### src/rtl/pipe_pkg.sv
// Shared constants for the 5-stage pipeline control slice.
// Latency: n/a (constants only).
// Backpressure: n/a.
// Contents: architectural zero register, stage indices (IF..WB, also the bit
// positions in the controller's valid vector), default multiply occupancy.
package pipe_pkg;

  localparam logic [4:0] REG_ZERO = 5'd0;

  localparam int STG_IF  = 0;
  localparam int STG_ID  = 1;
  localparam int STG_EXE = 2;
  localparam int STG_MEM = 3;
  localparam int STG_WB  = 4;
  localparam int NUM_STG = 5;

  localparam int MUL_CYCLES_DEF = 3;

endpackage

### src/rtl/load_use_detect.sv
// Load-use hazard compare between the ID instruction and a load sitting in EXE.
// Latency: purely combinational, zero cycles.
// Backpressure: none itself; its output is the ID stage's not-ready signal.
// Ports:
//   id_rs/id_rt (+_used)     source registers read by the ID instruction
//   exe_rdc (+_valid)        destination written by the EXE instruction
//   exe_lw_instr             EXE instruction is a load
//   id_valid/exe_valid       live-instruction qualifiers
//   load_use_stall           ID must wait for the load data
module load_use_detect
  import pipe_pkg::*;
(
  input  logic       id_valid,
  input  logic [4:0] id_rs,
  input  logic [4:0] id_rt,
  input  logic       id_rs_used,
  input  logic       id_rt_used,
  input  logic       exe_valid,
  input  logic [4:0] exe_rdc,
  input  logic       exe_rdc_valid,
  input  logic       exe_lw_instr,
  output logic       load_use_stall
);

  logic exe_load_dst;
  logic rs_hit;
  logic rt_hit;

  // $0 is hardwired, so a load targeting it can never feed a consumer.
  assign exe_load_dst = exe_valid && exe_lw_instr && exe_rdc_valid && (exe_rdc != REG_ZERO);
  assign rs_hit       = id_rs_used && (id_rs == exe_rdc);
  assign rt_hit       = id_rt_used && (id_rt == exe_rdc);

  assign load_use_stall = id_valid && exe_load_dst && (rs_hit || rt_hit);

endmodule

### src/rtl/pipe_ctrl.sv
// Valid/allowin handshake controller for the IF/ID/EXE/MEM/WB pipeline.
// Latency: valids registered (1 cycle); allowins, pc_we, load_use_stall combinational.
// Backpressure: allowin ripples back from WB; a stage stalls when it is busy and not done.
// Ports:
//   clk, rst (sync, active-high), flush (kills IF/ID/EXE)
//   id_*/exe_* hazard and mul info, mem_ready_go (MEM done)
//   pc_we, <stage>_allowin, <stage>_valid, load_use_stall
// Optional build macro PIPE_CTRL_PERF_CNT_EN adds stall_cnt and bubble_cnt outputs.
module pipe_ctrl
  import pipe_pkg::*;
#(
  parameter int MUL_CYCLES = MUL_CYCLES_DEF,  // >= 1, cycles a mul spends in EXE
  parameter int CNT_W      = 2                // 2**CNT_W >= MUL_CYCLES
) (
  input  logic        clk,
  input  logic        rst,
  input  logic        flush,
  input  logic [4:0]  id_rs,
  input  logic [4:0]  id_rt,
  input  logic        id_rs_used,
  input  logic        id_rt_used,
  input  logic [4:0]  exe_rdc,
  input  logic        exe_rdc_valid,
  input  logic        exe_lw_instr,
  input  logic        exe_mul_instr,
  input  logic        mem_ready_go,
  output logic        pc_we,
  output logic        if_allowin,
  output logic        id_allowin,
  output logic        exe_allowin,
  output logic        mem_allowin,
  output logic        wb_allowin,
  output logic        if_valid,
  output logic        id_valid,
  output logic        exe_valid,
  output logic        mem_valid,
  output logic        wb_valid,
`ifdef PIPE_CTRL_PERF_CNT_EN
  output logic [31:0] stall_cnt,
  output logic [31:0] bubble_cnt,
`endif
  output logic        load_use_stall
);

  localparam logic [CNT_W-1:0] MUL_LAST = CNT_W'(MUL_CYCLES - 1);

  logic [NUM_STG-1:0] vld_q;
  logic [CNT_W-1:0]   mul_cnt;

  logic if_rg;
  logic id_rg;
  logic exe_rg;
  logic mem_rg;

  assign if_valid  = vld_q[STG_IF];
  assign id_valid  = vld_q[STG_ID];
  assign exe_valid = vld_q[STG_EXE];
  assign mem_valid = vld_q[STG_MEM];
  assign wb_valid  = vld_q[STG_WB];

  load_use_detect u_lud (
    .id_valid       (id_valid),
    .id_rs          (id_rs),
    .id_rt          (id_rt),
    .id_rs_used     (id_rs_used),
    .id_rt_used     (id_rt_used),
    .exe_valid      (exe_valid),
    .exe_rdc        (exe_rdc),
    .exe_rdc_valid  (exe_rdc_valid),
    .exe_lw_instr   (exe_lw_instr),
    .load_use_stall (load_use_stall)
  );

  // Per-stage "done with current instruction".
  assign if_rg  = 1'b1;
  assign id_rg  = !load_use_stall;
  assign exe_rg = !exe_mul_instr || (mul_cnt == MUL_LAST);
  assign mem_rg = mem_ready_go;

  // A stage accepts when empty, or when its occupant is done and can move on.
  assign wb_allowin  = 1'b1;
  assign mem_allowin = !mem_valid || (mem_rg && wb_allowin);
  assign exe_allowin = !exe_valid || (exe_rg && mem_allowin);
  assign id_allowin  = !id_valid  || (id_rg  && exe_allowin);
  assign if_allowin  = !if_valid  || (if_rg  && id_allowin);

  assign pc_we = !rst && id_allowin && (!if_valid || if_rg);

  always_ff @(posedge clk) begin
    if (rst) begin
      vld_q <= '0;
    end else begin
      if (flush) begin
        vld_q[STG_IF]  <= 1'b0;
        vld_q[STG_ID]  <= 1'b0;
        vld_q[STG_EXE] <= 1'b0;
      end else begin
        if (if_allowin)  vld_q[STG_IF]  <= 1'b1;
        if (id_allowin)  vld_q[STG_ID]  <= if_valid && if_rg;
        // With id_rg low this loads a bubble while EXE keeps flowing.
        if (exe_allowin) vld_q[STG_EXE] <= id_valid && id_rg;
      end
      // An instruction leaving a flushed EXE must not reach MEM.
      if (mem_allowin) vld_q[STG_MEM] <= exe_valid && exe_rg && !flush;
      if (wb_allowin)  vld_q[STG_WB]  <= mem_valid && mem_rg;
    end
  end

  // Counts cycles a mul has sat in EXE; stops at MUL_LAST because exe_rg
  // goes high there, so a MEM stall leaves it saturated until EXE drains.
  always_ff @(posedge clk) begin
    if (rst || flush || exe_allowin) begin
      mul_cnt <= '0;
    end else if (exe_valid && exe_mul_instr && !exe_rg) begin
      mul_cnt <= mul_cnt + CNT_W'(1);
    end
  end

`ifdef PIPE_CTRL_PERF_CNT_EN
  logic bubble_ins;

  assign bubble_ins = !id_rg && exe_allowin;

  always_ff @(posedge clk) begin
    if (rst) begin
      stall_cnt  <= '0;
      bubble_cnt <= '0;
    end else begin
      if (id_valid && !id_allowin) stall_cnt  <= stall_cnt + 32'd1;
      if (bubble_ins)              bubble_cnt <= bubble_cnt + 32'd1;
    end
  end
`endif

endmodule

### config.mk
export PLATFORM = sky130hd
export DESIGN_NAME = pipe_ctrl
export DESIGN_NICKNAME = d
export VERILOG_FILES = /design/src/rtl/pipe_pkg.sv /design/src/rtl/load_use_detect.sv /design/src/rtl/pipe_ctrl.sv
export SDC_FILE = /design/constraint.sdc
export NUM_CORES = 1
export LEC_CHECK = 0
export BUFFER_PORTS_ARGS = -buffer_cell sky130_fd_sc_hd__buf_2
export CORE_AREA = 10 10 47 49
export DETAILED_ROUTE_END_ITERATION = 6
export DIE_AREA = 0 0 57 59
export PLACE_DENSITY_LB_ADDON = 0.25
export SYNTH_ARGS = -nofsm -noshare
export SYNTH_HDL_FRONTEND = slang
export SYNTH_SLANG_ARGS = --single-unit
### constraint.sdc
create_clock -name clk -period 4 [get_ports clk]
set_input_delay 0.4 -clock clk [delete_from_list [all_inputs] [get_ports clk]]
set_output_delay 0.4 -clock clk [all_outputs]
set_load 0.1 [all_outputs]
==> flow_summary.ini, run 1 <==
[synthesis]
yosys.area.top_type = dfxtp_1
synthCells = 58
yosysUniqueCellTypes = 28
synth_top_area_share_pct = 28.7
yosysWarningCount = 0
yosysMostFrequentCell = xnor2_1
synth-seq-cells = 7
async_flop_share_pct = 0
synthTopCellsByCount = 10 x xnor2_1, 7 x dfxtp_1, 4 x inv_1
ys_seq_area_share_pct = 28.7
avgSynthCellArea_um2 = 8.41
synth-edff-count = 0
syn_area_um2 = 488
synth_ff_type = dfxtp_1
synth_nets = 83
synth_area_leaders = dfxtp_1 29%, xnor2_1 18%, and3_1 3.8%

[timing]
final.period_utilization_pct = 55.3
period_needed_ns = 2.21
timing.setup.tns_ns = 0
grt_setup_unrepaired = no
skew_ns = 0.00110
final.setup.worst_slack_ns = 1.79
hold_viol = 0
finalSetupViolations = 0
slew_viol_final = 0
max_freq_ghz = 0.452

[place]
place.gp.congestion = 0.687
dp_slack_ns = 1.86
numPortBuffers = 34
dpl.hpwl_um = 1250

[worst_setup_path]
critPathRequiredTime_ns = 3.60
endpoint_kind = output port
cpPeakStageDelay_ns = 0.36
arrival_ns = 1.81
crit_type = reg -> out
start_kind = register
path_buf_inv = 2
crit_fanout = 7
cpLargestDelayFamily = compound AO/OA/AOI/OAI gates
cpMaxStageDelayCell = a211oi_2
crit_chain = inv_1 > ha_1 > nand2b_1 > a211oi_2 > a21oi_1 > buf_2

[clock_network]
cts_made_buffers = 3
cts_tree = built
post_cts_resized = 0
htreeDepth = 1
clock_latency_ns = 0.25
cts_setup_buffers = 0
cts.sinks = 7
clk_pin_slew_ns = 0.05
cts_hold_buf = 0
cts_buffer_depth = 2
cts-root-buf = clkbuf_4

[floorplan]
die_w_um = 57
core_area_mm2 = 0.00140
die_area_mm2 = 0.00336
ios = 36
rows = 14
die_h_um = 59
start_util_pct = 34.8

[global_routing]
antenna_found_initial = 0
overflow = 0
grt_pass1_vias = 580
grt_util_all_layers_pct = 8.45
grt_max_degree = 8
grt_pass1_wl_um = 2340

[outcome]
status = finished, final reports clean

[pwr]
power_uw = 187
power_leakage_uw = 0.000307
power_density_mw_per_mm2 = 266
ir_drop_v = 0.000153

[routing]
first_pass_iters = 2
viasPerCell = 4.82
drc = 0
vias = 535
wl_per_cell_um = 12.8
drt_iter0_markers = 2
drt-total-wl_um = 1420
final_antenna_net_count = 0

[finish]
diodes = 0
finalNetCount = 121
drive_gt1_share_pct = 46.3
syn2layout_area_growth_pct = 43.8
post-route-util_pct = 50.1

[run]
drv_cap = 0

[hold_path]
min_path_type = in -> reg
stage by stage:
stage                     hold slack, ns  instance area [um^2]  cells
after CTS                          0.350                   702    111
after global placement             0.449                   676    107
after detailed placement           0.469                   676    107
after global routing               0.348                   702    111
after floorplan                    0.469                   493     58
final                              0.357                   702    111
sequential cells by signal (all words and copies together), names as in the netlist:
register	cells
mul_cnt	2
vld_q	5
metal layers:
layer,routed length [um],global-route usage [%],vias to the layer above
met3,122,4.51,0
li1,-,-,280
met2,741,15.3,22
met1,556,7.54,233
met5,0,0,-
met4,0,4.03,0
power by group:
| part | total, uW | internal [uW] | switching (uW) |
|---|---|---|---|
| combinational | 49.8 | 18.6 | 31.2 |
| sequential | 71.9 | 70.8 | 1.09 |
| clock | 64.9 | 38.1 | 26.7 |
layout make-up:
type / count / area [um^2]
multi-input cells: 45 / 327
well taps: 16 / 20.0
fillers: 148 / 699
repair buffers: 34 / 170
clock buffers: 4 / 26.3
flip-flops and latches: 7 / 140
inverters: 5 / 18.8
logic make-up (layout without fill, tap and decap cells):
logic type | after synthesis | after routing | share of synthesized area (%)
and+or+nand+nor | 19 | 19 | 23.6
AOI/OAI and AO/OA | 14 | 14 | 21.0
xor gates and xnor gates | 10 | 10 | 17.9
DFF | 7 | 7 | 28.7
buffers and inverters | 6 | 43 | 5.38
adders and majority gates | 1 | 1 | 2.56
other | 1 | 1 | 0.768
placed cells by master (no fill, tap or decap):
| cell | instances |
|---|---|
| buf_2 | 34 |
| xnor2_1 | 10 |
| dfxtp_1 | 7 |
| inv_1 | 4 |
| a21oi_1 | 3 |
| nor2_1 | 3 |
| nand2_1 | 3 |
| and3_1 | 3 |
| o21ai_0 | 3 |
| clkbuf_4 | 3 |
| nand4_1 | 2 |
| a211oi_2 | 2 |
| nand3_1 | 2 |
| nor2b_4 | 1 |
| inv_2 | 1 |
| nand2b_1 | 1 |
| nor3_1 | 1 |
| a21oi_2 | 1 |
| nand4_2 | 1 |
| o22ai_2 | 1 |
| a32oi_1 | 1 |
| and2_1 | 1 |
| o21a_1 | 1 |
| a31o_1 | 1 |
| a31oi_1 | 1 |
| nand3b_1 | 1 |
| ha_1 | 1 |
| conb_1 | 1 |
| clkbuf_1 | 1 |
worst paths after layout:
path                                 start    endpoint  slack (ns)  cells after the start
worst min-delay path                   rst    vld_q[3]        0.36                      2
worst max register to register  mul_cnt[0]    vld_q[1]        2.54                      6
worst max-delay path            mul_cnt[0]  id_allowin        1.79                      6
worst min register to register    vld_q[3]    vld_q[4]        0.47                      2
No activity file was read; power rests on OpenSTA's default activity.
==> run 2, diff against run 1 <==
--- a/config.mk
+++ b/config.mk
@@ -5,10 +5,11 @@
 export SDC_FILE = /design/constraint.sdc
 export NUM_CORES = 1
 export LEC_CHECK = 0
+export ABC_AREA = 1
 export BUFFER_PORTS_ARGS = -buffer_cell sky130_fd_sc_hd__buf_2
-export CORE_AREA = 10 10 47 49
+export CORE_MARGIN = 10
+export CORE_UTILIZATION = 40
 export DETAILED_ROUTE_END_ITERATION = 6
-export DIE_AREA = 0 0 57 59
 export PLACE_DENSITY_LB_ADDON = 0.25
 export SYNTH_ARGS = -nofsm -noshare
 export SYNTH_HDL_FRONTEND = slang
==> constraint.sdc (replaced) <==
create_clock -name clk -period 2.25 [get_ports clk]
set_input_delay 0.225 -clock clk [delete_from_list [all_inputs] [get_ports clk]]
set_output_delay 0.225 -clock clk [all_outputs]
set_load 0.1 [all_outputs]
==> run 2 against run 1 <==
Die area fell by 3.5%. Sequential power up 77%. Via count is 24% higher. Final area is 13% higher. Synthesized cell count up 74%. Non-clock buffer count unchanged. Total power increased by 78%. Final cell count is 38% higher. Critical endpoint is now if_allowin. Largest cell class unchanged. Clock skew rose by 0.0015 ns. Clock power is 76% higher.
==> flow_summary.ini, run 2 <==
[routing]
wl_per_cell_um = 10.2
viasPerCell = 4.34
final_antenna_net_count = 0
drt_iter0_markers = 11
drt-total-wl_um = 1570
vias = 664
first_pass_iters = 4
drc = 0

[timing]
grt_setup_unrepaired = no
period_needed_ns = 1.95
holdWs_ns = 0.156
hold_viol = 0
timing.setup.tns_ns = 0
slew_viol_final = 0
final.setup.worst_slack_ns = 0.301
final.period_utilization_pct = 86.6
skew_ns = 0.00261
finalSetupViolations = 0
max_freq_ghz = 0.513

[finish]
top_register = vld_q
stdcell_area_um2 = 796
top_regs = vld_q x5, mul_cnt x2
drive_gt1_share_pct = 37.0
diodes = 0
syn2layout_area_growth_pct = 45.5
fill_cells = 139
finalNetCount = 164
most-common-layout-cells = 34 x nand2_1, 34 x buf_2, 22 x inv_1
largest_register_ffs = 5

[worst_setup_path]
start_kind = register
arrival_ns = 1.72
r2r_cells = 8
critPathRequiredTime_ns = 2.03
endpoint_kind = output port
crit_fanout = 3
crit_type = reg -> out
regToRegSetupSlack_ns = 0.76

[floorplan]
core_area_mm2 = 0.00130
die_w_um = 57.0
die_h_um = 57.0
ios = 36
die_area_mm2 = 0.00325
rows = 13
start_util_pct = 42.0

[synthesis]
yosysWarningCount = 0
async_flop_share_pct = 0
synthCells = 101
syn_area_um2 = 547
synth-edff-count = 0
yosys.area.top_type = dfxtp_1
synth_ff_type = dfxtp_1
synth_nets = 126
synth_area_leaders = dfxtp_1 26%, nand2_1 24%, inv_1 16%
synthTopCellsByCount = 35 x nand2_1, 24 x inv_1, 15 x nor2_1, 7 x dfxtp_1, 4 x nand3_1
synth_top_area_share_pct = 25.6
synth-seq-cells = 7
yosysUniqueCellTypes = 18
avgSynthCellArea_um2 = 5.41
yosysMostFrequentCell = nand2_1
ys_seq_area_share_pct = 25.6

[global_routing]
grt_pass1_wl_um = 2550
grt_max_degree = 5
grt_pass1_vias = 639
overflow = 0
grt_util_all_layers_pct = 9.41
antenna_found_initial = 0

[run]
drv_cap = 0

[pwr]
power_uw = 332
power_leakage_uw = 0.000484
ir_drop_v = 0.000290
power_density_mw_per_mm2 = 417

[clock_network]
cts_setup_buffers = 0
htreeDepth = 1
post_cts_resized = 0
cts_made_buffers = 3
cts_hold_buf = 0
clk_pin_slew_ns = 0.05
cts_tree = built
clock_latency_ns = 0.25
cts_buffer_depth = 2
cts-root-buf = clkbuf_4
cts.sinks = 7

[outcome]
status = finished, final reports clean

[hold_path]
min_path_type = in -> reg
min_path_cells = 2

[place]
numPortBuffers = 34
place.gp.congestion = 0.822
dpl.hpwl_um = 1380
placedInstanceArea_um2 = 769
dp_slack_ns = 0.501
run 2: cell families (layout without fill, tap and decap cells):
family | Yosys count | count (layout) | share of synthesized area [%]
other cells | 1 | 1 | 0.686
fa+ha+maj | 1 | 1 | 2.29
simple gates | 61 | 61 | 46.9
compound gates | 5 | 5 | 5.95
flops | 7 | 7 | 25.6
buf+inv | 26 | 63 | 18.5
run 2: stage by stage:
stage          cells  util, %
2_1_floorplan    101        -
3_3_place_gp     149     59.1
3_5_place_dp     149     59.1
4_1_cts          153     61.2
5_1_grt          153     61.2
6_report         153     61.2
run 2: critical path: stages, from the launching register on:
cell and delay (ns):
dfxtp_1 0.32, inv_1 0.06, ha_1 0.18, nor2_1 0.26, o21ai_4 0.09, nand2_2 0.11, nand2_8 0.06, inv_4 0.06
nand2_2 0.04, buf_2 0.28
run 2: worst paths after layout:
kind / startpoint / to
worst max-delay path: mul_cnt[0] / if_allowin
worst min-delay path: flush / vld_q[0]
worst max register to register: mul_cnt[0] / mul_cnt[1]
worst min register to register: mul_cnt[0] / mul_cnt[0]
run 2: layout make-up:
cell class / instances / area (um^2) / share of cell area, %
clock buffers: 4 / 26.3 / 3.30
inverters: 25 / 96.3 / 12.1
multi-input cells: 68 / 338 / 42.5
flip-flops and latches: 7 / 146 / 18.4
well taps: 15 / 18.8 / 2.36
repair buffers: 34 / 170 / 21.4
run 2: report_power, final:
part           internal (uW)  total [uW]  switching, uW
logic                   29.0        90.4           61.5
registers                125         127           2.33
clock network           67.7         114           46.7
total                    222         332            111
run 2: per-layer routing:
metal	up-vias	GRT usage [%]	routed length [um]
li1	364	-	-
met1	269	10.3	691
met2	27	14.4	677
met3	4	4.87	166
met4	0	5.03	32
met5	-	0	0
==> run 3, diff against run 2 <==
==> constraint.sdc (replaced) <==
create_clock -name clk -period 1.82 [get_ports clk]
set_input_delay 0.182 -clock clk [delete_from_list [all_inputs] [get_ports clk]]
set_output_delay 0.182 -clock clk [all_outputs]
set_load 0.1 [all_outputs]
==> run 3 against run 2 <==
Sequential power grew 23%. Clock skew shrank 0.00073 ns. Final area increased by 8.3%. Wire length rose by 2.8%. Worst hold slack lost 0.050 ns. Clock power grew 26%.
==> flow_summary.ini, run 3 (synthesized netlist as in run 2, its figures left out) <==
[routing]
drt-total-wl_um = 1610
first_pass_iters = 4
drc = 0
wl_per_cell_um = 10.5
final_antenna_net_count = 0
drt_iter0_markers = 7
vias = 678
viasPerCell = 4.43

[timing]
period_needed_ns = 1.73
slew_viol_final = 0
final.period_utilization_pct = 95.2
max_freq_ghz = 0.577
skew_ns = 0.00187
finalSetupViolations = 0
timing.setup.tns_ns = 0
hold_viol = 0

[finish]
drive_gt1_share_pct = 39.1
most-common-layout-cells = 34 x nand2_1, 31 x buf_2, 21 x inv_1
multiInputGateArea_um2 = 353
seq_area_um2 = 149
largest_register_ffs = 5
stdcell_count = 153
fill_cells = 132
syn2layout_area_growth_pct = 57.7
post-route-util_pct = 66.3
top_register = vld_q
stdcell_area_um2 = 862
layout_commonest_cell = nand2_1
diodes = 0
finalNetCount = 164
top_regs = vld_q x5, mul_cnt x2

[run]
drv_cap = 0

[floorplan]
die_area_mm2 = 0.00325
start_util_pct = 42.0
ios = 36
die_w_um = 57.0
die_h_um = 57.0
rows = 13
core_area_mm2 = 0.00130

[clock_network]
cts_tree = built
cts.sinks = 7
cts_buffer_depth = 2
htreeDepth = 1
cts-root-buf = clkbuf_4
cts_made_buffers = 3
clock_latency_ns = 0.25
clk_pin_slew_ns = 0.06

[global_routing]
antenna_found_initial = 0
grt_max_degree = 5
grt_pass1_vias = 653
grt_util_all_layers_pct = 9.57
overflow = 0
grt_pass1_wl_um = 2610

[place]
place.gp.congestion = 0.736
dpl.hpwl_um = 1430
dp.cells = 149
placedInstanceArea_um2 = 818
numPortBuffers = 34

[worst_setup_path]
worstReg2RegEnd = mul_cnt[1]
endpoint_kind = output port
crit_type = reg -> out
arrival_ns = 1.55
r2r_cells = 8
regToRegSetupSlack_ns = 0.46
reg2reg_from = mul_cnt[0]
crit_fanout = 3
critPathRequiredTime_ns = 1.64
start_kind = register

[pwr]
power_uw = 417
power_density_mw_per_mm2 = 484
power_leakage_uw = 0.000498
ir_drop_v = 0.000374

[outcome]
status = finished, final reports clean

[hold_path]
min_to = vld_q[0]
hp-start = flush
min_path_cells = 2
min_path_type = in -> reg
## run 3: changes by cell type in the layout (fill, tap and decap cells not counted), sizes merged
cell	change
clkinvlp	+1
inv	-1
## run 3: stage by stage
step | hold WS [ns] | setup WS [ns]
2_1_floorplan | 0.254 | -0.489
3_5_place_dp | 0.367 | 0.255
5_1_grt | 0.102 | -0.00589
4_1_cts | 0.103 | 0.0411
3_3_place_gp | 0.377 | 0.303
6_report | 0.106 | 0.0870
## run 3: cell type report
class / count / area share [%]
Clock buffer: 4 / 3.05
Sequential cell: 7 / 17.3
Timing Repair Buffer: 34 / 25.0
Multi-Input combinational cell: 68 / 40.9
Inverter: 25 / 11.6
Tap cell: 15 / 2.18
## run 3: metal layers
metal,track usage (%),vias up,wire length (um)
met5,0,-,0
met4,5.03,0,27
li1,-,365,-
met3,6.42,4,224
met2,15.8,27,777
met1,8.78,282,582
## run 3: worst max path at each step
stage                    start    endpoint  slack (ns)  depth (start not counted)
floorplan             vld_q[3]       pc_we       -0.49                          7
global placement    mul_cnt[0]  if_allowin        0.30                          9
detailed placement  mul_cnt[0]  if_allowin        0.26                          9
CTS                 mul_cnt[0]  if_allowin        0.04                          9
global route        mul_cnt[0]       pc_we      -0.006                          9
finish              mul_cnt[0]       pc_we        0.09                          9
## run 3: repair_timing
action	CTS	global route
endpoints found under the setup margin	2	2
gates resized for setup	1	4
endpoints found under the hold margin	0	0
hold buffers	0	0
setup buffers	0	0
## run 3: power by group
part / internal, uW / leakage [uW] / switching, uW / total [uW]
Sequential: 153 / 0.0000588 / 2.73 / 156
Clock: 83.9 / 0.0000150 / 60.2 / 144
Combinational: 40.2 / 0.000424 / 76.9 / 117
## run 3: worst max-delay path, cell delays in order (launching register included)
cell and delay [ns]:
dfxtp_1 0.31, inv_1 0.07, ha_2 0.19, nor2_4 0.05, o21ai_4 0.17, nand2_4 0.09
nand2_8 0.08, inv_4 0.04, nor2_4 0.11, buf_12 0.18
